File: src/rtl/sdram_port_arbiter_pkg.sv
// Shared types and constants for the four-port SDRAM burst arbiter.
package sdram_arb_pkg;

  localparam int NUM_PORTS = 4;

  // Port indices: two write ports followed by two read ports.
  localparam logic [1:0] WR1 = 2'd0;
  localparam logic [1:0] WR2 = 2'd1;
  localparam logic [1:0] RD1 = 2'd2;
  localparam logic [1:0] RD2 = 2'd3;

  typedef enum logic [1:0] {
    IDLE    = 2'd0,
    BUSY    = 2'd1,
    REFRESH = 2'd2
  } state_t;

  // Convert a one-hot port vector to its index; zero vector maps to 0.
  function automatic logic [1:0] onehot_to_idx(input logic [NUM_PORTS-1:0] oh);
    logic [1:0] idx;
    idx = 2'd0;
    for (int i = 0; i < NUM_PORTS; i++) begin
      if (oh[i]) idx = 2'(i);
    end
    return idx;
  endfunction

endpackage

File: src/rtl/sdram_port_arbiter_if.sv
// Port-facing bus of the SDRAM arbiter: FIFO levels, address windows,
// burst length, completion strobe in; grant/burst descriptor out.
interface sdram_port_arbiter_if
  import sdram_arb_pkg::*;
#(
  parameter int ADDR_W = 23,
  parameter int LEN_W  = 9,
  parameter int USED_W = 10
);
  logic [NUM_PORTS*USED_W-1:0] iUSEDW;
  logic [NUM_PORTS*ADDR_W-1:0] iBASE;
  logic [NUM_PORTS*ADDR_W-1:0] iMAX;
  logic [LEN_W-1:0]            iLENGTH;
  logic [NUM_PORTS-1:0]        iLOAD;
  logic                        iDONE;
  logic                        oSTART;
  logic [NUM_PORTS-1:0]        oGRANT;
  logic                        oWRITE;
  logic [ADDR_W-1:0]           oADDR;
  logic [LEN_W-1:0]            oLEN;
  logic                        oREF_START;

  // Arbiter side.
  modport slave (
    input  iUSEDW, iBASE, iMAX, iLENGTH, iLOAD, iDONE,
    output oSTART, oGRANT, oWRITE, oADDR, oLEN, oREF_START
  );

  // Command-engine / FIFO side.
  modport master (
    output iUSEDW, iBASE, iMAX, iLENGTH, iLOAD, iDONE,
    input  oSTART, oGRANT, oWRITE, oADDR, oLEN, oREF_START
  );
endinterface

File: src/rtl/sdram_port_arbiter_rr_pick4.sv
// Combinational four-way round-robin picker: searches from ptr_i+1 upward.
module rr_pick4
  import sdram_arb_pkg::*;
(
  input  logic [NUM_PORTS-1:0] req_i,
  input  logic [1:0]           ptr_i,
  output logic [NUM_PORTS-1:0] grant_o,
  output logic                 valid_o
);

  logic [1:0] idx;

  // First requester after the pointer wins; 2-bit add wraps mod 4.
  always_comb begin
    grant_o = '0;
    valid_o = 1'b0;
    idx     = 2'd0;
    for (int k = 1; k <= NUM_PORTS; k++) begin
      idx = ptr_i + 2'(k);
      if (!valid_o && req_i[idx]) begin
        grant_o[idx] = 1'b1;
        valid_o      = 1'b1;
      end
    end
  end

endmodule

File: src/rtl/sdram_port_arbiter.sv
// Four-port SDRAM burst arbiter with per-port wrapping address counters.
// Optional periodic refresh is enabled by defining SDRAM_ARB_REFRESH_EN;
// without it oREF_START is tied low and the arbiter never enters REFRESH.
module sdram_port_arbiter
  import sdram_arb_pkg::*;
#(
  parameter int ADDR_W     = 23,
  parameter int LEN_W      = 9,
  parameter int USED_W     = 10,
  parameter int REF_PERIOD = 390
)
(
  input logic                 iCLK,
  input logic                 iRST,
  sdram_port_arbiter_if.slave bus
);

  localparam int CMP_W = (USED_W > LEN_W) ? USED_W : LEN_W;

  state_t                 state_q;
  logic [1:0]             ptr_q;
  logic                   start_q;
  logic [NUM_PORTS-1:0]   grant_q;
  logic                   write_q;
  logic [ADDR_W-1:0]      burst_addr_q;
  logic [LEN_W-1:0]       len_q;

  logic [NUM_PORTS-1:0]   req;
  logic [NUM_PORTS-1:0]   pick_grant;
  logic                   pick_valid;
  logic [1:0]             pick_idx;
  logic [NUM_PORTS-1:0]   bump;
  logic [ADDR_W-1:0]      addr_w [NUM_PORTS];

  // A completed burst advances only the port that owned it.
  assign bump = (state_q == BUSY && bus.iDONE) ? grant_q : '0;

  for (genvar gi = 0; gi < NUM_PORTS; gi++) begin : g_port
    localparam bit IS_WR = (gi == int'(WR1)) || (gi == int'(WR2));

    logic [USED_W-1:0] used;
    logic [ADDR_W-1:0] base;
    logic [ADDR_W-1:0] lim;
    logic [ADDR_W:0]   sum;
    logic [ADDR_W-1:0] addr_q;
    logic [ADDR_W-1:0] addr_d;

    assign used = bus.iUSEDW[gi*USED_W +: USED_W];
    assign base = bus.iBASE[gi*ADDR_W +: ADDR_W];
    assign lim  = bus.iMAX[gi*ADDR_W +: ADDR_W];

    // Writers need a full burst buffered; readers need room for one.
    if (IS_WR) begin : g_wr
      assign req[gi] = CMP_W'(used) >= CMP_W'(bus.iLENGTH);
    end else begin : g_rd
      assign req[gi] = CMP_W'(used) <  CMP_W'(bus.iLENGTH);
    end

    // Sum is one bit wider so a carry out still compares against the limit.
    always_comb begin
      sum    = {1'b0, addr_q} + (ADDR_W+1)'(bus.iLENGTH);
      addr_d = (sum >= {1'b0, lim}) ? base : sum[ADDR_W-1:0];
    end

    // Address counter: reset and explicit reload take priority over advance.
    always_ff @(posedge iCLK) begin
      if (iRST)                  addr_q <= base;
      else if (bus.iLOAD[gi])    addr_q <= base;
      else if (bump[gi])         addr_q <= addr_d;
    end

    assign addr_w[gi] = addr_q;
  end

  rr_pick4 u_pick (
    .req_i   (req),
    .ptr_i   (ptr_q),
    .grant_o (pick_grant),
    .valid_o (pick_valid)
  );

  assign pick_idx = onehot_to_idx(pick_grant);

`ifdef SDRAM_ARB_REFRESH_EN
  localparam int TMR_W = (REF_PERIOD > 1) ? $clog2(REF_PERIOD) : 1;

  logic [TMR_W-1:0] tmr_q;
  logic             pend_q;
  logic             ref_start_q;

  // Free-running refresh timer; a new wrap re-arms even as IDLE consumes.
  always_ff @(posedge iCLK) begin
    if (iRST) begin
      tmr_q  <= '0;
      pend_q <= 1'b0;
    end else if (tmr_q == TMR_W'(REF_PERIOD - 1)) begin
      tmr_q  <= '0;
      pend_q <= 1'b1;
    end else begin
      tmr_q <= tmr_q + TMR_W'(1);
      if (state_q == IDLE && pend_q) pend_q <= 1'b0;
    end
  end

  assign bus.oREF_START = ref_start_q;
`else
  assign bus.oREF_START = 1'b0;
`endif

  // Arbitration FSM with registered burst descriptor and one-cycle strobes.
  always_ff @(posedge iCLK) begin
    if (iRST) begin
      state_q      <= IDLE;
      ptr_q        <= 2'd3;
      start_q      <= 1'b0;
      grant_q      <= '0;
      write_q      <= 1'b0;
      burst_addr_q <= '0;
      len_q        <= '0;
`ifdef SDRAM_ARB_REFRESH_EN
      ref_start_q  <= 1'b0;
`endif
    end else begin
      start_q <= 1'b0;
`ifdef SDRAM_ARB_REFRESH_EN
      ref_start_q <= 1'b0;
`endif
      case (state_q)
        IDLE: begin
`ifdef SDRAM_ARB_REFRESH_EN
          if (pend_q) begin
            ref_start_q <= 1'b1;
            state_q     <= REFRESH;
          end else
`endif
          if (pick_valid) begin
            grant_q      <= pick_grant;
            write_q      <= (pick_idx == WR1) || (pick_idx == WR2);
            burst_addr_q <= addr_w[pick_idx];
            len_q        <= bus.iLENGTH;
            ptr_q        <= pick_idx;
            start_q      <= 1'b1;
            state_q      <= BUSY;
          end
        end
        BUSY: begin
          if (bus.iDONE) begin
            grant_q <= '0;
            state_q <= IDLE;
          end
        end
        REFRESH: begin
          if (bus.iDONE) state_q <= IDLE;
        end
        default: state_q <= IDLE;
      endcase
    end
  end

  assign bus.oSTART = start_q;
  assign bus.oGRANT = grant_q;
  assign bus.oWRITE = write_q;
  assign bus.oADDR  = burst_addr_q;
  assign bus.oLEN   = len_q;

endmodule
File: src/flat_wrapper.sv
// flat-port wrapper written by rule: the top's interface ports become plain ports
module sdram_port_arbiter_flat import sdram_arb_pkg::*;
#(
  parameter int ADDR_W     = 23,
  parameter int LEN_W      = 9,
  parameter int USED_W     = 10,
  parameter int REF_PERIOD = 390
)
  (iCLK, iRST, bus_iUSEDW, bus_iBASE, bus_iMAX, bus_iLENGTH, bus_iLOAD, bus_iDONE, bus_oSTART, bus_oGRANT, bus_oWRITE, bus_oADDR, bus_oLEN, bus_oREF_START);
  sdram_port_arbiter_if #(.ADDR_W(ADDR_W), .LEN_W(LEN_W), .USED_W(USED_W)) bus_i ();
  input logic iCLK;
  input logic iRST;
  input wire logic [$bits(bus_i.iUSEDW)-1:0] bus_iUSEDW;
  input wire logic [$bits(bus_i.iBASE)-1:0] bus_iBASE;
  input wire logic [$bits(bus_i.iMAX)-1:0] bus_iMAX;
  input wire logic [$bits(bus_i.iLENGTH)-1:0] bus_iLENGTH;
  input wire logic [$bits(bus_i.iLOAD)-1:0] bus_iLOAD;
  input wire logic [$bits(bus_i.iDONE)-1:0] bus_iDONE;
  output wire logic [$bits(bus_i.oSTART)-1:0] bus_oSTART;
  output wire logic [$bits(bus_i.oGRANT)-1:0] bus_oGRANT;
  output wire logic [$bits(bus_i.oWRITE)-1:0] bus_oWRITE;
  output wire logic [$bits(bus_i.oADDR)-1:0] bus_oADDR;
  output wire logic [$bits(bus_i.oLEN)-1:0] bus_oLEN;
  output wire logic [$bits(bus_i.oREF_START)-1:0] bus_oREF_START;
  assign bus_i.iUSEDW = bus_iUSEDW;
  assign bus_i.iBASE = bus_iBASE;
  assign bus_i.iMAX = bus_iMAX;
  assign bus_i.iLENGTH = bus_iLENGTH;
  assign bus_i.iLOAD = bus_iLOAD;
  assign bus_i.iDONE = bus_iDONE;
  assign bus_oSTART = bus_i.oSTART;
  assign bus_oGRANT = bus_i.oGRANT;
  assign bus_oWRITE = bus_i.oWRITE;
  assign bus_oADDR = bus_i.oADDR;
  assign bus_oLEN = bus_i.oLEN;
  assign bus_oREF_START = bus_i.oREF_START;
  sdram_port_arbiter #(.ADDR_W(ADDR_W), .LEN_W(LEN_W), .USED_W(USED_W), .REF_PERIOD(REF_PERIOD)) u_core (.iCLK(iCLK), .iRST(iRST), .bus(bus_i));
endmodule
File: config.mk
export PLATFORM = sky130hd
export DESIGN_NAME = sdram_port_arbiter_flat
export DESIGN_NICKNAME = d
export VERILOG_FILES = /design/src/rtl/sdram_port_arbiter_pkg.sv /design/src/rtl/sdram_port_arbiter_if.sv /design/src/rtl/sdram_port_arbiter_rr_pick4.sv /design/src/rtl/sdram_port_arbiter.sv /design/src/flat_wrapper.sv
export SDC_FILE = /design/constraint.sdc
export NUM_CORES = 1
export LEC_CHECK = 0
export CORE_MARGIN = 3
export CORE_UTILIZATION = 50
export DETAILED_ROUTE_END_ITERATION = 10
export PLACE_DENSITY = 0.85
export SYNTH_ARGS = -nofsm -noshare
export SYNTH_HDL_FRONTEND = slang
export SYNTH_SLANG_ARGS = --single-unit
File: constraint.sdc
create_clock -name iCLK -period 12.37 [get_ports iCLK]
set_clock_uncertainty 0.1 [all_clocks]
set_input_delay 2.474 -clock iCLK [delete_from_list [all_inputs] [get_ports iCLK]]
set_output_delay 2.474 -clock iCLK [all_outputs]
set_load 0.005 [all_outputs]
==> After elaboration in Yosys (flattened, before gate mapping) <==
Cells that the tools add are included.
{ "op_classes": {"n_addsub": 7, "n_lt_le_gt_ge": 17, "eq_ne": 6, "muxes": 54, "bitwise": 5, "n_reduce_logical": 24} }
{ "op_table": {"columns": ["cell", "n"], "rows": [
  ["2-to-1 mux 23 bit", 18],
  ["adder 23 x 9 -> 24 bit", 4],
  ["greater-or-equal comparator 24 x 23 -> 1 bit", 4],
  ["binary-select mux 23 bit (select 2 bit)", 1],
  ["2-to-1 mux 4 bit", 7],
  ["greater-or-equal comparator 10 x 9 -> 1 bit", 2],
  ["< comparator 10 x 9 -> 1 bit", 2],
  ["2-to-1 mux 1 bit", 14],
  ["< comparator 2 x 3 -> 1 bit, second input constant", 4],
  ["OR 4 bit", 3],
  ["nonzero test 3 bit", 4],
  ["binary-select mux 1 bit (select 2 bit)", 4],
  ["demux 1 bit (select 2 bit)", 4],
  ["greater-or-equal comparator 2 x 1 -> 1 bit, second input constant", 4],
  ["logical AND 1 bit", 8],
  ["2-to-1 mux 2 bit", 4],
  ["one-hot mux 4 bit (2 select lines)", 1],
  ["adder 2 bit, second input constant", 2],
  ["equality test 2 x 1 -> 1 bit, second input constant", 2],
  ["zero test 2 bit", 2],
  ["inequality test 2 x 1 -> 1 bit, second input constant", 2],
  ["one-hot mux 2 bit (2 select lines)", 1],
  ["AND reduction 2 bit", 2],
  ["OR reduction 2 bit", 2],
  ["other kinds (10)", 12]
]} }
{ "totals": {"ff_bits": 134, "input_bits": 240, "output_inout_bits": 39, "elab_cells": 124} }

==> Logic depth before layout (Yosys ltp) <==
{ "depth": {"ltp_word": 20, "ltp_mapped": 23, "ltp_nobuf": 22} }

==> By module <==
From an unflattened synthesis, not the netlist that was laid out.
{ "unflattened": {"hier_cells": 1275, "hier_area_um2": 12171.7} }
{ "modules_own_cells": {"columns": ["module", "n_inst", "cells_per_inst", "area_each_um2"], "rows": [
  ["sdram_port_arbiter", 1, 1227, 11756.3],
  ["rr_pick4", 1, 48, 415.4]
]} }

==> Worst setup path after synthesis <==
No wires, ideal clock.
{ "synth_timing": {"kind": "input-to-reg", "startpoint": "input bus_iLENGTH[1]", "endpoint": "register u_core.g_port[1].addr_q[10], data pin", "arrival_time_ps": 6669, "t_required_ps": 12010, "path_slack_ps": 5341, "stages": 21, "cell_sequence": "inv_1 fa_1 nor2b_1 o21ai_0 a21boi_0 o21ai_0 a21boi_0 o41a_1 nand3_1 or2_2 xnor2_1 ha_1 a21o_1 a211o_1 a211oi_1 nand2_1 a21oi_1 o31ai_1 a31oi_2 buf_4 mux2_2"} }
{ "synth_between": {"elab_chain_len": 6} }
{ "synth_lines": {"columns": ["element", "line_no", "rtl"], "rows": [
  ["start, declared", "flat_wrapper.sv:16", "input wire logic [$bits(bus_i.iLENGTH)-1:0] bus_iLENGTH;"],
  ["adder 23 x 9 -> 24 bit *", "sdram_port_arbiter.sv:61", "sum = {1'b0, addr_q} + (ADDR_W+1)'(bus.iLENGTH);"],
  ["greater-or-equal comparator 24 x 23 -> 1 bit", "sdram_port_arbiter.sv:62", "addr_d = (sum >= {1'b0, lim}) ? base : sum[ADDR_W-1:0];"],
  ["2-to-1 mux 23 bit *", "sdram_port_arbiter.sv:62", null],
  ["2-to-1 mux 23 bit *", "sdram_port_arbiter.sv:69", "else if (bump[gi]) addr_q <= addr_d;"],
  ["2-to-1 mux 23 bit *", "sdram_port_arbiter.sv:68", "else if (bus.iLOAD[gi]) addr_q <= base;"],
  ["2-to-1 mux 23 bit *", "sdram_port_arbiter.sv:67", "if (iRST) addr_q <= base;"],
  ["end signal, assigned", "sdram_port_arbiter.sv:67", null],
  ["end signal, assigned", "sdram_port_arbiter.sv:68", null],
  ["end signal, assigned", "sdram_port_arbiter.sv:69", null],
  ["end, declared", "sdram_port_arbiter.sv:45", "logic [ADDR_W-1:0] addr_q;"]
]} }
Mark *: on every way between the ends. The rest lies on a longest branch, timed or not. The select of a mux whose other input is x is not followed.
A chain may end at the register's enable or synchronous reset.

==> Worst setup path after layout <==
{ "layout_timing": {"startpoint": "input bus_iLENGTH[0]", "endpoint": "register u_core.g_port[1].addr_q[9], data pin"} }
The elaborated chain is that of the path after synthesis.

==> results.json <==
{
  "cap_viol_max_count": 0,
  "drc": 0,
  "drt_iter0_drc": 879,
  "synth-main-ff-cell": "edfxtp_1",
  "r2r_start": "u_core.g_port[2].addr_q[1]",
  "syn_inst": 1287,
  "final_cell_mix": "clkdlybuf4s50_1 (276), ha_1 (170), inv_1 (141)",
  "start_util_pct": 51.4,
  "ir_drop_mv": 0.112,
  "vias": 10900,
  "cts.htree.levels": 4,
  "ctsHoldBuffers": 0,
  "core_area_sq_mm": 0.0237,
  "syn-num-nets": 1701,
  "routedWlPerCell_um": 19.8,
  "drive_gt1_share_pct": 11.1,
  "wirelength_um": 37300,
  "cts_setup_buffers": 0,
  "grt_max_degree": 50,
  "avgSynthCellArea_sq_um": 9.46,
  "chipHeight_um": 162,
  "diodes": 0,
  "hold_violations": 0,
  "place_congestion": 0.957,
  "dp_hpwl_um": 29500,
  "ys_seq_elements": 133,
  "final_util_pct": 66.8,
  "synth.top_cell.area_share_pct": 22.7,
  "clockPowerShare_pct": 24.6,
  "hold_class": "register to register",
  "ys_types": 73,
  "internal_power_mw": 1.43,
  "antenna_found_initial": 0,
  "first_global_vias": 11000,
  "fmax_mhz": 118,
  "yosysTopAreaCell": "edfxtp_1",
  "cts_made_buffers": 17,
  "cp-startpoint": "bus_iLENGTH[0]",
  "cts-resized-gates": 0,
  "leakage_nw": 6.73,
  "worstMarginPinSlew_ps": 1160,
  "ys_seq_area_share_pct": 29.4,
  "cp_max_fo": 16,
  "cts_tree": "yes",
  "clock-sinks": 133,
  "min_from": "u_core.bus.oLEN[1]",
  "setup_tns_ps": 0,
  "io_buffers": 277,
  "syn2layout_area_growth_pct": 30.0,
  "rsz0062_at_grt": "no",
  "net-switching-power_uw": 896,
  "clkSlewWorstSetupHoldPaths_ps": 60,
  "track_usage_pct": 27.9,
  "synth_edf_count": 92,
  "ant_nets": 0,
  "fin_nets": 1967,
  "dieWidth_um": 162,
  "synth.cell_area_sq_mm": 0.0122,
  "rows": 56,
  "clk_path_buf_depth": 2,
  "cts_root_buf": "clkbuf_16",
  "setup_viol": 0,
  "swShare_pct": 38.5,
  "required_ps": 12440,
  "status": "complete, no violations",
  "ys_async_sr_fraction_pct": 0,
  "drv_slew": 0,
  "finalCritPeriodShare_pct": 68.5,
  "busiest_layer": "met2",
  "final_common_cell": "clkdlybuf4s50_1",
  "grt_first_pass_wirelength_um": 57800,
  "cp.arrival_ps": 8550,
  "maxSlewHeadroom_pct": 23.0,
  "synth_area_leaders": "edfxtp_1 (23%), ha_1 (17%), mux2_2 (8.5%)",
  "met2_usage_pct": 45.2,
  "end_kind": "register",
  "met3_usage_pct": 5.38,
  "clkLatencyLatePin_ps": 430,
  "worst_setup_path_start_kind": "input port",
  "grtUsageMet1_pct": 36.7,
  "seqPwrFrac_pct": 28.2,
  "die_area_sq_mm": 0.0263,
  "grt_overflow": 0,
  "drt-pass1-iter-count": 5,
  "power_density_mw_per_mm2": 147,
  "pwr-share-comb_pct": 47.2,
  "pin_count": 279,
  "ys_warn_count": 0,
  "critPathKind": "input port to register",
  "vias_per_cell": 5.79,
  "layout_min_cycle_time_ps": 8480
}
path summary, 6_finish.rpt:
| check | to | slack [ps] | depth (start not counted) |
|---|---|---|---|
| max | u_core.g_port[1].addr_q[9] | 3890 | 23 |
| min | u_core.bus.oLEN[1] | 350 | 2 |
| max reg2reg | u_core.g_port[2].addr_q[15] | 6550 | 19 |
| min reg2reg | u_core.bus.oLEN[1] | 350 | 2 |
critical path: stages:
cell and delay, ps:
clkdlybuf4s50_1 890, ha_1 290, inv_1 60, fa_1 400
nor2b_1 140, o21ai_0 100, a21boi_0 260, o21ai_0 140
a21boi_0 300, o41a_1 270, nand3_1 200, or2_2 340
xnor2_1 170, ha_1 270, a21o_1 160, a211o_1 310
a211oi_1 250, nand2_1 80, a21oi_1 160, o31ai_1 100
a31oi_2 460, buf_4 350, mux2_2 370
layout make-up:
type	instances	area, sq um
Sequential cell	133	3580
Multi-Input combinational cell	979	7860
Clock inverter	15	228
Clock buffer	17	425
Timing Repair Buffer	281	2800
Inverter	141	529
Tap cell	319	399
Fill cell	1909	7860
power groups by stage:
stage	Sequential [mW]	Clock (mW)	Combinational [mW]
6_report	0.655	0.572	1.10
4_1_cts	0.652	0.576	1.09
2_1_floorplan	0.632	0	0.754
3_5_place_dp	0.660	0	1.08
3_3_place_gp	0.658	0	1.05
5_1_grt	0.663	0.593	1.20
layer usage:
metal	vias up	share of wire, %	routed length, um
met5	-	0	0
met3	88	8.0	2960
met4	0	4.2	1550
met1	5115	42	15600
li1	5186	-	-
met2	531	46	17200
cells by family (layout without fill, tap and decap cells):
kind of cell | after synthesis | after routing | synth area share, %
compound gates | 279 | 279 | 17.0
xor+xnor | 79 | 79 | 5.68
fa+ha+maj | 174 | 174 | 18.1
buf+inv | 175 | 454 | 6.08
flops | 133 | 133 | 29.4
mux | 117 | 117 | 10.8
other cells | 1 | 1 | 0.0308
simple gates | 329 | 329 | 12.9
registers in the layout, indices dropped and copies added (netlist names):
register / count
u_core.ptr_q: 2
u_core.bus.oADDR: 23
u_core.state_q: 1
u_core.bus.oLEN: 9
u_core.bus.oSTART: 1
u_core.g_port.addr_q: 92
u_core.bus.oWRITE: 1
u_core.bus.oGRANT: 4
per-stage QoR:
| step | instances | power, mW | setup slack [ps] | cell area [sq um] | hold WS [ps] |
|---|---|---|---|---|---|
| 6_report | 1885 | 2.32 | 3890 | 15800 | 353 |
| 4_1_cts | 1885 | 2.32 | 3910 | 15800 | 356 |
| 5_1_grt | 1885 | 2.46 | 3500 | 15800 | 371 |
| 2_1_floorplan | 1287 | 1.39 | 5340 | 12200 | 353 |
| 3_5_place_dp | 1853 | 1.74 | 3530 | 15200 | 348 |
| 3_3_place_gp | 1853 | 1.71 | 3790 | 15200 | 342 |
cell usage after synthesis (12+ instances only):
library cell	instances
nor3_1	16
nand2b_1	17
ha_1	170
inv_1	141
xnor2_1	46
nand2_1	98
edfxtp_1	92
o21ai_0	55
a211oi_1	15
a21o_1	27
clkbuf_1	12
a21oi_1	63
a21boi_0	26
nand3_1	31
nand4_1	19
o221ai_2	21
nor2_1	99
mux2i_1	23
mux2_2	92
dfxtp_1	41
xor2_1	33
(Power assumes the default switching activity.)
